==> src/rtl/sb_pkg.sv <==
// Shared sideband constants, byte-FSM state type and the CRC-16 (0x8005) byte update.
package sb_pkg;
    localparam logic [7:0] DLE     = 8'hFE;
    localparam logic [7:0] STX_CMD = 8'h05;
    localparam logic [7:0] STX_RSP = 8'h04;
    localparam logic [7:0] ETX     = 8'h40;

    localparam logic [2:0] ERR_FRAME = 3'd1;
    localparam logic [2:0] ERR_CLSE  = 3'd2;
    localparam logic [2:0] ERR_CRC   = 3'd3;
    localparam logic [2:0] ERR_OVF   = 3'd4;
    localparam logic [2:0] ERR_CTRL  = 3'd5;
    localparam logic [2:0] ERR_TMO   = 3'd6;

    typedef enum logic [2:0] {
        HUNT, GOT_DLE, LT_CLSE, LT_DLE, LT_ETX, AT_DATA, AT_DLE
    } byte_state_t;

    function automatic logic [15:0] crc16_byte(input logic [15:0] crc, input logic [7:0] data);
        logic [15:0] c;
        c = crc;
        for (int i = 7; i >= 0; i--) begin
            if (c[15] ^ data[i]) c = {c[14:0], 1'b0} ^ 16'h8005;
            else                 c = {c[14:0], 1'b0};
        end
        return c;
    endfunction
endpackage

==> src/rtl/sb_rx_deframer_if.sv <==
// Line input, enable and result bus between the sideband deframer and its logical-layer consumers.
interface sb_rx_deframer_if #(parameter int MAX_AT_BYTES = 16);
    localparam int LEN_W = $clog2(MAX_AT_BYTES + 1);

    logic                      sb_en;
    logic                      sbrx;
    logic                      lt_valid;
    logic [7:0]                lt_lse;
    logic                      at_valid;
    logic                      at_is_rsp;
    logic [LEN_W-1:0]          at_len;
    logic [8*MAX_AT_BYTES-1:0] at_data;
    logic                      err_valid;
    logic [2:0]                err_code;

    modport master (input sb_en, sbrx,
                    output lt_valid, lt_lse, at_valid, at_is_rsp, at_len, at_data, err_valid, err_code);
    modport slave  (output sb_en, sbrx,
                    input lt_valid, lt_lse, at_valid, at_is_rsp, at_len, at_data, err_valid, err_code);
endinterface

==> src/rtl/sb_uart_rx.sv <==
// Sideband symbol receiver: 2-flop synchroniser, start/8 data LSB-first/stop bit FSM, framing check.
module sb_uart_rx (
    input  logic       sb_clk,
    input  logic       rst,
    input  logic       sb_en,
    input  logic       sbrx,
    output logic [7:0] rx_byte,
    output logic       byte_valid,
    output logic       frame_err,
    output logic       bit_idle,
    output logic       start_edge
);
    localparam logic [1:0] B_IDLE = 2'd0;
    localparam logic [1:0] B_DATA = 2'd1;
    localparam logic [1:0] B_WAIT = 2'd2;

    logic       sync_p0, sync_p1, line_p2;
    logic [1:0] state;
    logic [3:0] cnt;
    logic [7:0] shreg;
    logic       stop_cyc;

    always_ff @(posedge sb_clk or posedge rst) begin
        if (rst) begin
            sync_p0 <= 1'b1;
            sync_p1 <= 1'b1;
            line_p2 <= 1'b1;
        end else begin
            sync_p0 <= sbrx;
            sync_p1 <= sync_p0;
            line_p2 <= sync_p1;
        end
    end

    assign bit_idle   = (state == B_IDLE);
    assign start_edge = sb_en && bit_idle && line_p2 && !sync_p1;
    assign stop_cyc   = (state == B_DATA) && (cnt == 4'd9);
    assign byte_valid = sb_en && stop_cyc && sync_p1;
    assign frame_err  = sb_en && stop_cyc && !sync_p1;
    assign rx_byte    = shreg;

    always_ff @(posedge sb_clk or posedge rst) begin
        if (rst) begin
            state <= B_IDLE;
            cnt   <= 4'd0;
        end else if (!sb_en) begin
            state <= B_IDLE;
            cnt   <= 4'd0;
        end else begin
            case (state)
                B_IDLE: if (start_edge) begin
                    state <= B_DATA;
                    cnt   <= 4'd1;
                end
                B_DATA: begin
                    cnt <= cnt + 4'd1;
                    if (cnt == 4'd9) state <= sync_p1 ? B_IDLE : B_WAIT;
                end
                // after a bad stop bit, a new start is only hunted once the line has returned high
                B_WAIT: if (sync_p1) state <= B_IDLE;
                default: state <= B_IDLE;
            endcase
        end
    end

    always_ff @(posedge sb_clk) begin
        if (state == B_DATA && cnt != 4'd9) shreg <= {sync_p1, shreg[7:1]};
    end
endmodule

==> src/rtl/sb_rx_deframer.sv <==
// Sideband receive deframer: strips DLE framing, checks LT CLSE and AT CRC-16, emits one-cycle results.
module sb_rx_deframer #(
    parameter int MAX_AT_BYTES = 16,
    parameter int TIMEOUT_CYC  = 64
) (
    input  logic             sb_clk,
    input  logic             rst,
    sb_rx_deframer_if.master bus
);
    import sb_pkg::*;

    localparam int LEN_W = $clog2(MAX_AT_BYTES + 1);
    localparam int IDX_W = $clog2(MAX_AT_BYTES);
    localparam int TMO_W = $clog2(TIMEOUT_CYC + 1);

    logic [7:0]                rx_byte;
    logic                      byte_valid, frame_err, bit_idle, start_edge;
    byte_state_t               state, nxt;
    logic [7:0]                lse;
    logic [15:0]               crc;
    logic [LEN_W-1:0]          n_stored;
    logic                      is_rsp;
    logic [TMO_W-1:0]          tmo_cnt;
    logic [7:0]                buf_mem [MAX_AT_BYTES];
    logic                      ev_lt, ev_at, ev_err, tmo_hit, store, at_start, lse_cap;
    logic [2:0]                err_nxt;
    logic [8*MAX_AT_BYTES-1:0] at_data_nxt;

    sb_uart_rx u_rx (
        .sb_clk     (sb_clk),
        .rst        (rst),
        .sb_en      (bus.sb_en),
        .sbrx       (bus.sbrx),
        .rx_byte    (rx_byte),
        .byte_valid (byte_valid),
        .frame_err  (frame_err),
        .bit_idle   (bit_idle),
        .start_edge (start_edge)
    );

    always_comb begin
        nxt      = state;
        ev_lt    = 1'b0;
        ev_at    = 1'b0;
        ev_err   = 1'b0;
        err_nxt  = ERR_CTRL;
        store    = 1'b0;
        at_start = 1'b0;
        lse_cap  = 1'b0;
        tmo_hit  = bus.sb_en && state != HUNT && bit_idle && !start_edge
                   && tmo_cnt == TMO_W'(TIMEOUT_CYC - 1);
        if (frame_err) begin
            ev_err  = 1'b1;
            err_nxt = ERR_FRAME;
        end else if (tmo_hit) begin
            ev_err  = 1'b1;
            err_nxt = ERR_TMO;
        end else if (byte_valid) begin
            case (state)
                HUNT:    if (rx_byte == DLE) nxt = GOT_DLE;
                // DLE is tested first: its bit 7 is set but it never starts an LT
                GOT_DLE: if (rx_byte == DLE)      nxt = GOT_DLE;
                         else if (rx_byte[7])     begin nxt = LT_CLSE; lse_cap = 1'b1; end
                         else if (rx_byte == STX_CMD || rx_byte == STX_RSP)
                                                  begin nxt = AT_DATA; at_start = 1'b1; end
                         else                     ev_err = 1'b1;
                LT_CLSE: if (rx_byte == ~lse) nxt = LT_DLE;
                         else begin ev_err = 1'b1; err_nxt = ERR_CLSE; end
                LT_DLE:  if (rx_byte == DLE) nxt = LT_ETX; else ev_err = 1'b1;
                LT_ETX:  if (rx_byte == ETX) ev_lt = 1'b1; else ev_err = 1'b1;
                AT_DATA: if (rx_byte == DLE) nxt = AT_DLE; else store = 1'b1;
                AT_DLE:  if (rx_byte == DLE) store = 1'b1;
                         else if (rx_byte == ETX) begin
                             if (n_stored < LEN_W'(2) || crc != 16'h0000) begin
                                 ev_err  = 1'b1;
                                 err_nxt = ERR_CRC;
                             end else ev_at = 1'b1;
                         end else ev_err = 1'b1;
                default: nxt = HUNT;
            endcase
            if (store) begin
                if (n_stored == LEN_W'(MAX_AT_BYTES)) begin
                    store   = 1'b0;
                    ev_err  = 1'b1;
                    err_nxt = ERR_OVF;
                end else nxt = AT_DATA;
            end
        end
        if (ev_err || ev_lt || ev_at) nxt = HUNT;
    end

    always_comb begin
        at_data_nxt = '0;
        for (int i = 0; i < MAX_AT_BYTES; i++)
            if (i < int'(n_stored) - 2) at_data_nxt[8*i +: 8] = buf_mem[i];
    end

    always_ff @(posedge sb_clk or posedge rst) begin
        if (rst) begin
            state         <= HUNT;
            crc           <= 16'hFFFF;
            n_stored      <= '0;
            is_rsp        <= 1'b0;
            tmo_cnt       <= '0;
            bus.lt_valid  <= 1'b0;
            bus.lt_lse    <= 8'h00;
            bus.at_valid  <= 1'b0;
            bus.at_is_rsp <= 1'b0;
            bus.at_len    <= '0;
            bus.at_data   <= '0;
            bus.err_valid <= 1'b0;
            bus.err_code  <= 3'd0;
        end else begin
            bus.lt_valid  <= ev_lt;
            bus.at_valid  <= ev_at;
            bus.err_valid <= ev_err;
            state         <= bus.sb_en ? nxt : HUNT;
            if (!bus.sb_en || start_edge || state == HUNT) tmo_cnt <= '0;
            else if (bit_idle)                             tmo_cnt <= tmo_cnt + TMO_W'(1);
            if (at_start) begin
                crc      <= crc16_byte(16'hFFFF, rx_byte);
                n_stored <= '0;
                is_rsp   <= (rx_byte == STX_RSP);
            end else if (store) begin
                crc      <= crc16_byte(crc, rx_byte);
                n_stored <= n_stored + LEN_W'(1);
            end
            if (ev_lt) bus.lt_lse <= lse;
            if (ev_at) begin
                bus.at_is_rsp <= is_rsp;
                bus.at_len    <= n_stored - LEN_W'(2);
                bus.at_data   <= at_data_nxt;
            end
            if (ev_err) bus.err_code <= err_nxt;
        end
    end

    always_ff @(posedge sb_clk) begin
        if (lse_cap) lse <= rx_byte;
        if (store)   buf_mem[n_stored[IDX_W-1:0]] <= rx_byte;
    end
endmodule

==> src/flat_wrapper.sv <==
// flat-port wrapper written by rule: the top's interface ports become plain ports
module sb_rx_deframer_flat import sb_pkg::*;
#(
    parameter int MAX_AT_BYTES = 16,
    parameter int TIMEOUT_CYC  = 64
)
  (sb_clk, rst, bus_sb_en, bus_sbrx, bus_lt_valid, bus_lt_lse, bus_at_valid, bus_at_is_rsp, bus_at_len, bus_at_data, bus_err_valid, bus_err_code);
  sb_rx_deframer_if #(.MAX_AT_BYTES(MAX_AT_BYTES)) bus_i ();
  input  logic sb_clk;
  input  logic rst;
  input wire logic [$bits(bus_i.sb_en)-1:0] bus_sb_en;
  input wire logic [$bits(bus_i.sbrx)-1:0] bus_sbrx;
  output wire logic [$bits(bus_i.lt_valid)-1:0] bus_lt_valid;
  output wire logic [$bits(bus_i.lt_lse)-1:0] bus_lt_lse;
  output wire logic [$bits(bus_i.at_valid)-1:0] bus_at_valid;
  output wire logic [$bits(bus_i.at_is_rsp)-1:0] bus_at_is_rsp;
  output wire logic [$bits(bus_i.at_len)-1:0] bus_at_len;
  output wire logic [$bits(bus_i.at_data)-1:0] bus_at_data;
  output wire logic [$bits(bus_i.err_valid)-1:0] bus_err_valid;
  output wire logic [$bits(bus_i.err_code)-1:0] bus_err_code;
  assign bus_i.sb_en = bus_sb_en;
  assign bus_i.sbrx = bus_sbrx;
  assign bus_lt_valid = bus_i.lt_valid;
  assign bus_lt_lse = bus_i.lt_lse;
  assign bus_at_valid = bus_i.at_valid;
  assign bus_at_is_rsp = bus_i.at_is_rsp;
  assign bus_at_len = bus_i.at_len;
  assign bus_at_data = bus_i.at_data;
  assign bus_err_valid = bus_i.err_valid;
  assign bus_err_code = bus_i.err_code;
  sb_rx_deframer #(.MAX_AT_BYTES(MAX_AT_BYTES), .TIMEOUT_CYC(TIMEOUT_CYC)) u_core (.sb_clk(sb_clk), .rst(rst), .bus(bus_i));
endmodule
==> config.mk <==
export PLATFORM = sky130hd
export DESIGN_NAME = sb_rx_deframer_flat
export DESIGN_NICKNAME = d
export VERILOG_FILES = /design/src/rtl/sb_pkg.sv /design/src/rtl/sb_rx_deframer_if.sv /design/src/rtl/sb_uart_rx.sv /design/src/rtl/sb_rx_deframer.sv /design/src/flat_wrapper.sv
export SDC_FILE = /design/constraint.sdc
export NUM_CORES = 1
export LEC_CHECK = 0
export ABC_AREA = 1
export CAP_MARGIN = 0
export CORE_MARGIN = 8
export CORE_UTILIZATION = 50
export CTS_CLUSTER_SIZE = 30
export DETAILED_ROUTE_END_ITERATION = 16
export GPL_ROUTABILITY_DRIVEN = 0
export GPL_TIMING_DRIVEN = 0
export PLACE_DENSITY_LB_ADDON = 0.05
export SETUP_SLACK_MARGIN = 0.15
export SYNTH_ARGS = -nofsm -noshare
export SYNTH_HDL_FRONTEND = slang
export SYNTH_SLANG_ARGS = --single-unit
==> constraint.sdc <==
create_clock -name sb_clk -period 15.6 [get_ports sb_clk]
set_input_delay 2.34 -clock sb_clk [delete_from_list [all_inputs] [get_ports sb_clk]]
set_output_delay 2.34 -clock sb_clk [all_outputs]
set_load 0.05 [all_outputs]
==> summary by stage <==
Run
The number of maximum-capacitance violations is 0.

Die
152 I/O pins were placed. The floorplan row count is slightly below 60. After floorplanning, the core was sized to cover 26100 sq um. The full die area is roughly 32000 sq um. The overall die height is 179 um. The die outline width is 179 um. The initial utilization of the core area, before any placement, comes to 0.510.

Placed design
In this run the cell area measured after placement is between 15000 and 20000 sq um. Before CTS, the worst setup slack after placement is 10400 ps. The number of buffers inserted by port buffering is 151. The wire-length estimate of the detail-placed layout is approximately 21 mm.

Yosys
Counting flops with a built-in enable in the synthesized netlist gives ~140. The number of distinct library cell variants in the gate-level netlist after synthesis is 53. The average cell area after synthesis is 11.0 sq um.

The sequential share of the synthesized area is 0.682. The netlist area before placement is 13300 sq um. Yosys printed 0 warnings. Counting flops and latches in the post-synthesis netlist gives 333. The fraction of registers with async set/reset is 0.568. In the synthesized netlist the dominant register cell turns out to be sky130_fd_sc_hd__dfrtp_1. Synthesis produced between 1000 and 1500 cells. The net count after synthesis is 1241.

Timing
For the final routed database, the setup TNS stands at 0 ps. The count of endpoints failing setup in the final report is 0. The number of max-slew violations in the final report is 0. The worst path meets setup with 10920 ps of slack.

The hold violation count in the final report is 0. Hold timing on the final database bottoms out at a slack of about 360 ps. In the finished design, the share of the clock period the worst path needs comes to 0.300. Setup repair after global routing left no endpoint under its margin. The post-route minimum period is 4680 ps.

Measured against its own limit, the worst slew margin works out to 0.0904. Clock skew on the completed layout was measured at 16.0 ps. For this run, the top clock speed supported by timing is 0.214 GHz. The transition time of the tightest slew-check pin is ~1400 ps.

Final layout
The count of antenna diodes in the layout is 0. The filler cell count is approximately 2200. In the layout the commonest cells are sky130_fd_sc_hd__nand2_1 (385), sky130_fd_sc_hd__dfrtp_1 (170), sky130_fd_sc_hd__clkdlybuf4s50_1 (151). Of the cells placed in the final design, the portion with a size suffix greater than 1 is 0.0997. The net count of the finished layout is 1432. From synthesis to final layout, the design area changed by 23.5%. The summed area of non-filler cells in the final layout is ~16000 sq um. The library cell used most frequently in the layout, excluding fill and tap cells, is sky130_fd_sc_hd__nand2_1.

Power
Of the total power, the share spent switching nets is 0.210. The internal cell power is 1.42 mW. The static leakage is just over 7 nW. The proportion of power drawn by the clock network is 0.462. Of the total power, combinational logic draws 0.018. The net switching power figure is 0.377 mW. The power density over the cells is 109 nW/um^2. The share of total power dissipated in sequential elements is 0.520. Across the VDD grid, the largest voltage drop is 82.3 uV.

Clock tree
The maximum number of buffers from clock root to sink is 3. The clock reaches the later pin of the worst-skew pair after 520 ps. The number of clock buffers added by TritonCTS is 36. The deepest level of the CTS H-tree is 2. The number of sinks on the clock net is 333.

Hold repair after CTS inserted 0 buffers. The clock tree from TritonCTS is built. The post-cts repair resize count is 0. Clock-pin slew was measured on the worst setup and hold paths at 60 ps. The tree is rooted in a sky130_fd_sc_hd__clkbuf_16. The number of buffers inserted to repair setup after CTS is 0.

Worst setup path
Traced cell by cell, the critical path runs through clkdlybuf4s50_1, inv_2, nor2_2, nand2_2, nor2_8, nand2_2, clkinv_1, nand2_1, nor2_1. The category of the worst setup path launch point is a primary input. Of all nets on the critical path, the largest fanout is 10. The cell that appears most often on the critical path is sky130_fd_sc_hd__nand2_2. At the worst endpoint, the required time is 15730 ps. The arrival time at the worst endpoint is 4810 ps. By startpoint and endpoint, the worst setup path is classified as primary input to flop. The slowest library cell on the worst path is sky130_fd_sc_hd__nor2_1.

The number of cells on the worst reg-to-reg path is 10. The delay contributed by the slowest stage of the critical path is 690 ps. The endpoint kind of the worst setup timing path is a flop.

GRT
The initial antenna violation count is 0. The maximum number of pins on one net before global-route repair is 113. In the global route stage, overall resource usage came out at 0.202. The first global-routing pass estimated roughly 50 mm of wire.

The number of global-route vias before repair is 8924. The total congestion overflow after global routing is 0.

Routing
The detailed router finished its first iteration with 680 violations. The via count is between 9000 and 10000. The first TritonRoute pass finished after 5 iterations. For this run, design rule violations remaining after detail routing come to 0. The highest metal layer used by the detailed router is met4. Detailed routing placed a total of 1.86 mm of wire on met3.

The total length of routed met2 wires is 15.8 mm. In this run the remaining antenna-violating nets after routing total 0. After detailed routing, the number of vias per cell comes to 5.22. The met1 wire length is 14.0 mm. For this block, the routed nets add up to ~32 mm of wire. The detailed-route wire length per cell is ~18 um.

Run status
The run finished with clean final reports.

Hold path
The worst hold path class is flop to flop. Along the worst hold path, the cell count comes to 0.
[worst max-delay path, delay by kind of cell]
kind                   cells  cell delay, ps
AND/OR/NAND/NOR            6            1460
buffers and inverters      3            1000
[synthesized netlist by cell type, drive strengths merged, types with 3 or more instances]
| cell type | number | area (sq um) |
|---|---|---|
| nand2 | 391 | 1490 |
| dfrtp | 170 | 4250 |
| edfxtp | 144 | 4320 |
| nand3 | 111 | 571 |
| o21ai | 85 | 459 |
| inv | 73 | 274 |
| nor2 | 73 | 318 |
| buf | 22 | 128 |
| ha | 21 | 263 |
| dfstp | 19 | 499 |
| clkbuf | 17 | 65.1 |
| a21oi | 14 | 85.1 |
| nand4 | 11 | 68.8 |
| xor2 | 10 | 87.6 |
| xnor2 | 9 | 86.3 |
| nor3 | 6 | 30.0 |
| o31ai | 6 | 63.8 |
| a31oi | 5 | 37.5 |
| o211ai | 4 | 30.0 |
| o221ai | 4 | 35.0 |
| o22ai | 4 | 25.0 |
| a22oi | 3 | 22.5 |
| or2 | 3 | 21.3 |
[area by class of cell]
type | count | area (sq um) | share of cell area
Timing Repair Buffer | 153 | 1550 | 0.0941
Multi-Input combinational cell | 770 | 3770 | 0.229
Tap cell | 335 | 419 | 0.0255
Inverter | 74 | 285 | 0.0174
Sequential cell | 333 | 9080 | 0.552
Clock buffer | 49 | 1010 | 0.0615
Buffer | 39 | 193 | 0.0117
Clock inverter | 16 | 140 | 0.00852
[logic make-up (layout without fill, tap and decap cells)]
| kind of cell | Yosys count | in the layout | share of synthesized area |
|---|---|---|---|
| buf+inv | 113 | 331 | 0.0353 |
| compound gates | 130 | 130 | 0.0601 |
| fa+ha+maj | 21 | 21 | 0.0197 |
| xor+xnor | 19 | 19 | 0.0131 |
| flops | 333 | 333 | 0.682 |
| simple gates | 600 | 600 | 0.190 |
[final timing paths]
kind                            slack [ps]                    from                      end
worst max-delay path                 10920               bus_sb_en    u_core.buf_mem[14][3]
worst min-delay path                   360     u_core.u_rx.sync_p0      u_core.u_rx.sync_p1
worst max register to register       11700  u_core.u_rx.rx_byte[2]    u_core.buf_mem[14][3]
worst min register to register         360     u_core.u_rx.sync_p0      u_core.u_rx.sync_p1
max in group asynchronous            12350                     rst   u_core.bus.at_data[52]
min in group asynchronous             2300                     rst  u_core.bus.at_data[116]
[per-layer routing]
layer	global-route usage	vias up
met5	0	-
met4	0.0618	0
met3	0.0329	52
met2	0.346	257
met1	0.262	4471
li1	-	4452
[sequential cells by signal, indices dropped and copies added, names as in the netlist, 4 cells and up]
name / flops
u_core.buf_mem: 128
u_core.bus.at_data: 128
u_core.bus.at_len: 5
u_core.bus.lt_lse: 8
u_core.crc: 16
u_core.lse: 8
u_core.n_stored: 5
u_core.tmo_cnt: 7
u_core.u_rx.cnt: 4
u_core.u_rx.rx_byte: 8
[per-stage QoR]
step | utilization | total power, mW | std cells
floorplan | - | 0.966 | 1216
finish | 0.629 | 1.79 | 1769
CTS | 0.629 | 1.81 | 1768
global route | 0.629 | 1.85 | 1769
global placement | 0.583 | 0.982 | 1702
detailed placement | 0.585 | 0.983 | 1703
[power groups by stage]
stage	clock network, mW	logic [mW]	registers, mW
floorplan	0	0.0243	0.941
finish	0.830	0.0327	0.933
detailed placement	0	0.0336	0.950
global placement	0	0.0319	0.950
CTS	0.843	0.0338	0.933
global route	0.876	0.0382	0.933
Power figures use the tool's default switching activity.
